**config.mk**
```make
export PLATFORM = sky130hd
export DESIGN_NAME = uart_rx_word
export DESIGN_NICKNAME = d
export VERILOG_FILES = /design/src/rtl/uart_rx_word_pkg.sv /design/src/rtl/uart_rx.sv /design/src/rtl/uart_rx_word.sv
export SDC_FILE = /design/constraint.sdc
export NUM_CORES = 1
export LEC_CHECK = 0
export CAP_MARGIN = 20
export CORE_UTILIZATION = 53
export CTS_BUF_LIST = sky130_fd_sc_hd__clkbuf_4 sky130_fd_sc_hd__clkbuf_8
export CTS_CLUSTER_SIZE = 12
export DETAILED_ROUTE_END_ITERATION = 10
export MAX_ROUTING_LAYER = met4
export PLACE_DENSITY = 0.87
export SYNTH_ARGS = -nofsm -noshare
export SYNTH_HDL_FRONTEND = slang
export SYNTH_SLANG_ARGS = --single-unit
```
**constraint.sdc**
```tcl
create_clock -name clk -period 1.6 [get_ports clk]
set_input_delay 0.24 -clock clk [delete_from_list [all_inputs] [get_ports clk]]
set_output_delay 0.24 -clock clk [all_outputs]
set_load 0.005 [all_outputs]
```
**src/rtl/uart_rx_word_pkg.sv**
```systemverilog
// Shared constants, width helper and collector state encoding for the UART word receiver.
package uart_rx_word_pkg;

  localparam int unsigned DEFAULT_CLK_FREQ = 40000000;
  localparam int unsigned DEFAULT_BAUD     = 115200;

  // Collector states
  localparam logic [0:0] IDLE    = 1'b0;
  localparam logic [0:0] COLLECT = 1'b1;

  // Ceiling log2; clog2(1) = 0
  function automatic int unsigned clog2(input int unsigned n);
    int unsigned r;
    int unsigned v;
    r = 0;
    v = 1;
    while (v < n) begin
      v = v << 1;
      r = r + 1;
    end
    return r;
  endfunction

endpackage

```
**src/rtl/uart_rx.sv**
```systemverilog
// 8N1 UART byte receiver: mid-bit sampling, LSB first, bytes with a bad stop bit are dropped.
module uart_rx
  import uart_rx_word_pkg::*;
#(
  parameter int unsigned CLK_FREQ = DEFAULT_CLK_FREQ,
  parameter int unsigned BAUD     = DEFAULT_BAUD
) (
  input  logic       clk,
  input  logic       rst,
  input  logic       rx,
  output logic [7:0] rx_data,
  output logic       rx_data_valid,
  input  logic       rx_data_ready
);

  localparam int unsigned CLKS_PER_BIT = CLK_FREQ / BAUD;
  localparam int unsigned HALF_BIT     = CLKS_PER_BIT / 2;
  localparam int unsigned CW           = (clog2(CLKS_PER_BIT) > 0) ? clog2(CLKS_PER_BIT) : 1;

  localparam logic [CW-1:0] BIT_LAST  = CW'(CLKS_PER_BIT - 1);
  localparam logic [CW-1:0] HALF_LAST = CW'(HALF_BIT - 1);

  localparam logic [1:0] RX_IDLE  = 2'd0;
  localparam logic [1:0] RX_START = 2'd1;
  localparam logic [1:0] RX_DATA  = 2'd2;
  localparam logic [1:0] RX_STOP  = 2'd3;

  logic          rx_meta;
  logic          rx_sync;
  logic [1:0]    state;
  logic [CW-1:0] clk_cnt;
  logic [2:0]    bit_idx;
  logic [7:0]    shift;

  always_ff @(posedge clk) begin
    if (rst) begin
      rx_meta <= 1'b1;
      rx_sync <= 1'b1;
    end else begin
      rx_meta <= rx;
      rx_sync <= rx_meta;
    end
  end

  always_ff @(posedge clk) begin
    if (rst) begin
      state         <= RX_IDLE;
      clk_cnt       <= '0;
      bit_idx       <= '0;
      shift         <= '0;
      rx_data       <= '0;
      rx_data_valid <= 1'b0;
    end else begin
      if (rx_data_valid && rx_data_ready) begin
        rx_data_valid <= 1'b0;
      end
      case (state)
        RX_IDLE: begin
          clk_cnt <= '0;
          bit_idx <= '0;
          if (!rx_sync) begin
            state <= RX_START;
          end
        end
        RX_START: begin
          // Re-check the start bit at its midpoint to reject glitches
          if (clk_cnt == HALF_LAST) begin
            clk_cnt <= '0;
            state   <= rx_sync ? RX_IDLE : RX_DATA;
          end else begin
            clk_cnt <= clk_cnt + 1'b1;
          end
        end
        RX_DATA: begin
          if (clk_cnt == BIT_LAST) begin
            clk_cnt <= '0;
            shift   <= {rx_sync, shift[7:1]};
            if (bit_idx == 3'd7) begin
              state <= RX_STOP;
            end else begin
              bit_idx <= bit_idx + 1'b1;
            end
          end else begin
            clk_cnt <= clk_cnt + 1'b1;
          end
        end
        RX_STOP: begin
          if (clk_cnt == BIT_LAST) begin
            clk_cnt <= '0;
            state   <= RX_IDLE;
            if (rx_sync) begin
              rx_data       <= shift;
              rx_data_valid <= 1'b1;
            end
          end else begin
            clk_cnt <= clk_cnt + 1'b1;
          end
        end
        default: state <= RX_IDLE;
      endcase
    end
  end

endmodule

```
**src/rtl/uart_rx_word.sv**
```systemverilog
// Collects NUM_BYTES UART bytes into a word with a held valid/ready output,
// overrun detection and an idle timeout that discards partial words.
module uart_rx_word
  import uart_rx_word_pkg::*;
#(
  parameter int unsigned CLK_FREQ    = DEFAULT_CLK_FREQ,
  parameter int unsigned BAUD        = DEFAULT_BAUD,
  parameter int unsigned NUM_BYTES   = 4,
  parameter int unsigned MSB_FIRST   = 1,
  parameter int unsigned TIMEOUT_CYC = 13890
) (
  input  logic                             clk,
  input  logic                             rst,
  input  logic                             uart_rx,
  output logic [8*NUM_BYTES-1:0]           word_data,
  output logic                             word_valid,
  input  logic                             word_ready,
  output logic [clog2(NUM_BYTES+1)-1:0]    byte_cnt,
  output logic                             overrun,
  output logic                             timeout
);

  localparam int unsigned W      = 8 * NUM_BYTES;
  localparam int unsigned CNT_W  = clog2(NUM_BYTES + 1);
  localparam int unsigned IDLE_W = (clog2(TIMEOUT_CYC + 1) > 0) ? clog2(TIMEOUT_CYC + 1) : 1;

  localparam logic [CNT_W-1:0]  LAST_IDX   = CNT_W'(NUM_BYTES - 1);
  localparam logic [IDLE_W-1:0] IDLE_LIMIT = IDLE_W'(TIMEOUT_CYC - 1);

  logic [7:0]        rx_byte;
  logic              rx_valid;

  logic [0:0]        state_q, state_d;
  logic [W-1:0]      asm_q, asm_d;
  logic [W-1:0]      asm_byte;
  logic [IDLE_W-1:0] idle_q, idle_d;
  logic [CNT_W-1:0]  byte_cnt_d;
  logic [W-1:0]      word_data_d;
  logic              word_valid_d;
  logic              overrun_d;
  logic              timeout_d;
  logic              last_byte;
  logic              timeout_hit;
  logic              accept;

  uart_rx #(
    .CLK_FREQ (CLK_FREQ),
    .BAUD     (BAUD)
  ) u_rx (
    .clk           (clk),
    .rst           (rst),
    .rx            (uart_rx),
    .rx_data       (rx_byte),
    .rx_data_valid (rx_valid),
    .rx_data_ready (1'b1)
  );

  always_comb begin
    accept      = word_valid && word_ready;
    last_byte   = rx_valid && (byte_cnt == LAST_IDX);
    // An arriving byte takes priority over an expiring idle period
    timeout_hit = (byte_cnt != '0) && !rx_valid && (idle_q == IDLE_LIMIT);

    // Assembly register value including the byte arriving this cycle
    asm_byte = '0;
    if (MSB_FIRST != 0) begin
      asm_byte = (byte_cnt == '0) ? W'(rx_byte) : ((asm_q << 8) | W'(rx_byte));
    end else begin
      asm_byte = (byte_cnt == '0) ? '0 : asm_q;
      asm_byte[8*int'(byte_cnt) +: 8] = rx_byte;
    end
  end

  always_comb begin
    state_d    = state_q;
    byte_cnt_d = byte_cnt;
    asm_d      = asm_q;
    case (state_q)
      IDLE: begin
        if (rx_valid) begin
          asm_d = asm_byte;
          if (NUM_BYTES > 1) begin
            state_d    = COLLECT;
            byte_cnt_d = CNT_W'(1);
          end
        end
      end
      COLLECT: begin
        if (rx_valid) begin
          asm_d = asm_byte;
          if (last_byte) begin
            state_d    = IDLE;
            byte_cnt_d = '0;
          end else begin
            byte_cnt_d = byte_cnt + 1'b1;
          end
        end else if (timeout_hit) begin
          state_d    = IDLE;
          byte_cnt_d = '0;
          asm_d      = '0;
        end
      end
      default: begin
        state_d    = IDLE;
        byte_cnt_d = '0;
        asm_d      = '0;
      end
    endcase
  end

  always_comb begin
    idle_d = '0;
    if (!rx_valid && (byte_cnt != '0) && !timeout_hit) begin
      idle_d = idle_q + 1'b1;
    end
  end

  always_comb begin
    word_data_d  = word_data;
    word_valid_d = word_valid;
    overrun_d    = 1'b0;
    timeout_d    = timeout_hit;
    if (accept) begin
      word_valid_d = 1'b0;
    end
    if (last_byte) begin
      if (!word_valid || word_ready) begin
        word_data_d  = asm_byte;
        word_valid_d = 1'b1;
      end else begin
        overrun_d = 1'b1;
      end
    end
  end

  always_ff @(posedge clk) begin
    if (rst) begin
      state_q    <= IDLE;
      asm_q      <= '0;
      idle_q     <= '0;
      byte_cnt   <= '0;
      word_data  <= '0;
      word_valid <= 1'b0;
      overrun    <= 1'b0;
      timeout    <= 1'b0;
    end else begin
      state_q    <= state_d;
      asm_q      <= asm_d;
      idle_q     <= idle_d;
      byte_cnt   <= byte_cnt_d;
      word_data  <= word_data_d;
      word_valid <= word_valid_d;
      overrun    <= overrun_d;
      timeout    <= timeout_d;
    end
  end

endmodule

```
==> metrics.md <==
| Metric | Value |
|---|---|
| Number of standard-cell rows in the floorplan | 32 |
| Most used cells in the layout excluding fill and tap cells | 103 x sky130_fd_sc_hd__dfxtp_1, 48 x sky130_fd_sc_hd__nand2_1, 40 x sky130_fd_sc_hd__clkdlybuf4s50_1 |
| Leading post-synthesis cells by cell area | sky130_fd_sc_hd__dfxtp_1 52%, sky130_fd_sc_hd__a22o_1 5.4%, sky130_fd_sc_hd__nand3_1 4.3%, sky130_fd_sc_hd__nand2_1 4.3%, sky130_fd_sc_hd__nor2_1 4.1% |
| Clk sinks | 110 |
| Yosys warnings | 0 |
| Worst setup EP type | flip-flop |
| Mean instance size in the synthesized netlist | 9.45 um2 |
| CP Data Required Time | 1.88 ns |
| Final cell utilization of the core | 0.704 |
| Post-synth top area cell | sky130_fd_sc_hd__dfxtp_1 |
| Count of vias placed by the detailed router | 3382 |
| Number of antenna violations at the first check in global routing | 0 |
| Count of nets after finishing | 520 |
| Critical path type | flip-flop to flip-flop |
| DRC violation count after routing | 0 |
| Final setup violation count | 34 |
| PnR worst setup slack | -0.175 ns |
| Count of flip-flops with a built-in enable after synthesis | 0 |
| Total power density per cell area | 841 mW/mm2 |
| Total I/O pin count | 42 |
| TritonCTS clock tree | done |
| Leakage power summed over all cells | 1.88 nW |
| Core Region | 0.00769 mm2 |
| Worst Setup Start Kind | flip-flop |
| Most common library cell in the layout ignoring fill and taps | sky130_fd_sc_hd__dfxtp_1 |
| Cell count after synthesis | 444 |
| Peak fanout along the critical path | 5 |
| Achievable frequency | 563 MHz |
| Layout cells sized above 1 | 0.189 |
| Number of maximum-capacitance violations | 0 |
| Clk_lat worst skew | 0.39 ns |
| Via count of the first global-routing pass | 3380 |
| Number of vias per cell | 5.51 |
| Slew at the pin closest to its max-slew limit | 0.418 ns |
| Setup repair after global routing missed its margin | true |
| Remaining global-route overflow | 0 |
| Fin. max-slew vios | 0 |
| Starting utilization of the core area | 0.546 |
| Max_slew headroom | 0.722 |
| DP Wirelength | 6030 um |
| Overall fraction of global-route tracks in use | 0.240 |
| Violations in the final reports | negative setup slack |
| Routed WL per cell | 15.6 um |
| Worst-case hold slack | 0.329 ns |
| Post-CTS Hold Fix Bufs | 0 |
| Layout Skew | 0.0202 ns |
| Buffers added on ports | 41 |
| Die Area | 0.00828 mm2 |
| Maximum vdd ir drop | 0.576 mV |
| Global-route wire length before repair | 15400 um |
| Clock transition at path regs | 0.11 ns |
| Number of buffers on the longest clock path | 2 |
| Share of the cycle needed by the critical path after routing | 1.11 |
| Area share of the largest cell type after synthesis | 0.525 |
| Sequential cell area fraction in the yosys report | 0.525 |
| Final-layout fill cell count | 557 |
| Post-layout instance count excluding filler cells | 614 |
| Outcome | finished with violations |
| Clock H-tree levels | 3 |
| Final routed wirelength across all metal layers | 9560 um |
| Pre-CTS setup slack | -0.102 ns |
| Netlist area before placement | 0.00420 mm2 |
| Hold Violations, Final | 0 |
| 1st-pass router iterations | 5 |
| CTS Buf Count | 9 |
| Vertical die dimension | 91.0 um |
| Remaining antenna violation count | 0 |
| Register bit total from synthesis | 110 |
| Slowest-stage cell, CP | sky130_fd_sc_hd__or4b_4 |
| Synthesized netlist net count | 457 |
| Buffer count from post-CTS setup fixing | 0 |
| Biggest cell delay along the critical path | 0.59 ns |
| Flip-flop cell with the highest count after synthesis | sky130_fd_sc_hd__dfxtp_1 |
| Cell at the root of the clock tree | sky130_fd_sc_hd__clkbuf_8 |
| Synthesis-to-layout area growth | 28.9% |
| GPL Wtd Cong | 0.836 |
| Horizontal die dimension | 91.0 um |
| Antenna cell count | 0 |
| Drt first-iter violations | 226 |
| Post-route total power | 4.55 mW |
| Synth cell types | 48 |
| Pin count of the biggest net entering global routing | 44 |
| Data arrival, critical path | 2.05 ns |
| Cells along the critical path | or4b_4, nor4_4, buf_2, mux2i_1, nor2_1 |
| Post-layout minimum cycle time | 1.78 ns |
| Placed insts | 595 |
| Share of flip-flops with an asynchronous set or reset | 0 |
| Worst Hold Class | input port to flip-flop |
## worst paths after layout
path / start / end / slack [ns] / cells past startpoint
max reg2reg: u_rx.clk_cnt[5]$_SDFF_PP0_ / u_rx.rx_data[6]$_SDFFE_PP0P_ / -0.18 / 5
min: rst / byte_cnt[0]$_SDFFE_PP0P_ / 0.33 / 3
max: u_rx.clk_cnt[5]$_SDFF_PP0_ / u_rx.rx_data[6]$_SDFFE_PP0P_ / -0.18 / 5
min reg2reg: u_rx.rx_meta$_SDFF_PP1_ / u_rx.rx_sync$_SDFF_PP1_ / 0.41 / 1
## repair_timing
action	CTS	global route
endpoints found under the setup margin	88	97
gates cloned	1	2
pin swaps	12	3
resized for setup	20	33
## cell families (layout without fill, tap and decap cells)
logic type                 count (synthesis)  in the layout  synth area share
xor gates and xnor gates                  19             19            0.0396
DFF                                      110            110             0.525
adders and majority gates                  9              9            0.0268
muxes                                     18             18            0.0435
AOI/OAI and AO/OA                         73             73             0.118
and+or+nand+nor                          176            176             0.209
buffers and inverters                     39            107            0.0387
## synthesized netlist by cell type, types with 2 or more instances
| cell | number |
|---|---|
| sky130_fd_sc_hd__a21oi_1 | 34 |
| sky130_fd_sc_hd__a31oi_1 | 2 |
| sky130_fd_sc_hd__buf_2 | 4 |
| sky130_fd_sc_hd__inv_1 | 11 |
| sky130_fd_sc_hd__or2_2 | 3 |
| sky130_fd_sc_hd__buf_1 | 2 |
| sky130_fd_sc_hd__o21ai_0 | 2 |
| sky130_fd_sc_hd__nor4bb_1 | 2 |
| sky130_fd_sc_hd__dfxtp_1 | 110 |
| sky130_fd_sc_hd__nand2_1 | 48 |
| sky130_fd_sc_hd__a311oi_1 | 2 |
| sky130_fd_sc_hd__nor2_1 | 46 |
| sky130_fd_sc_hd__nor2b_1 | 2 |
| sky130_fd_sc_hd__a22o_1 | 26 |
| sky130_fd_sc_hd__xnor2_1 | 10 |
| sky130_fd_sc_hd__mux2i_1 | 16 |
| sky130_fd_sc_hd__nand3b_1 | 2 |
| sky130_fd_sc_hd__nand4_1 | 5 |
| sky130_fd_sc_hd__nand2b_1 | 4 |
| sky130_fd_sc_hd__nor3_1 | 6 |
| sky130_fd_sc_hd__and3_1 | 8 |
| sky130_fd_sc_hd__and2_1 | 3 |
| sky130_fd_sc_hd__clkbuf_1 | 20 |
| sky130_fd_sc_hd__ha_1 | 9 |
| sky130_fd_sc_hd__nand3_1 | 36 |
| sky130_fd_sc_hd__xor2_1 | 9 |
## routing by layer
layer | vias up | GRT usage | routed length (um)
li1 | 1665 | - | -
met1 | 1620 | 0.269 | 3890
met2 | 79 | 0.429 | 5180
met3 | 18 | 0.0544 | 328
met4 | 0 | 0.0635 | 154
met5 | - | - | 0
## final cells by class
class / instances / area (um2) / share of cell area
Clock buffer: 9 / 124 / 0.0229
Clock inverter: 7 / 93.8 / 0.0173
Inverter: 11 / 41.3 / 0.00763
Multi-Input combinational cell: 295 / 2010 / 0.371
Sequential cell: 110 / 2210 / 0.409
Tap cell: 102 / 128 / 0.0236
Timing Repair Buffer: 80 / 803 / 0.148
## power by group
part           leakage [nW]  switching (mW)  internal [mW]  total (mW)
Sequential            0.890         0.00506           2.74        2.74
Clock                 0.108            1.08          0.648        1.73
Combinational         0.882          0.0483         0.0271      0.0755
Total                  1.88            1.13           3.42        4.55
## registers in the layout, summed over array words and instances (netlist names), named ones only
signal / cells
u_rx.rx_data_valid: 1
timeout: 1
u_rx.bit_idx: 3
u_rx.rx_sync: 1
u_rx.state: 1
overrun: 1
word_data: 32
u_rx.rx_data: 8
u_rx.rx_meta: 1
u_rx.shift: 8
state_q: 1
u_rx.clk_cnt: 9
asm_q: 24
idle_q: 14
word_valid: 1
byte_cnt: 3
## through the flow
step	TNS, ns	cell area [um2]
global placement	-0.234	4940
detailed placement	-3.05	4940
global route	-5.25	5410
CTS	-2.08	5250
finish	-2.53	5410
floorplan	-2.03	4210
## critical path, delay by kind of cell (launching register included)
kind          cells  cell delay [ns]
buf+inv           1             0.24
flops             1             0.35
mux               1             0.21
simple gates      3             0.88
Power figures use the tool's default switching activity.
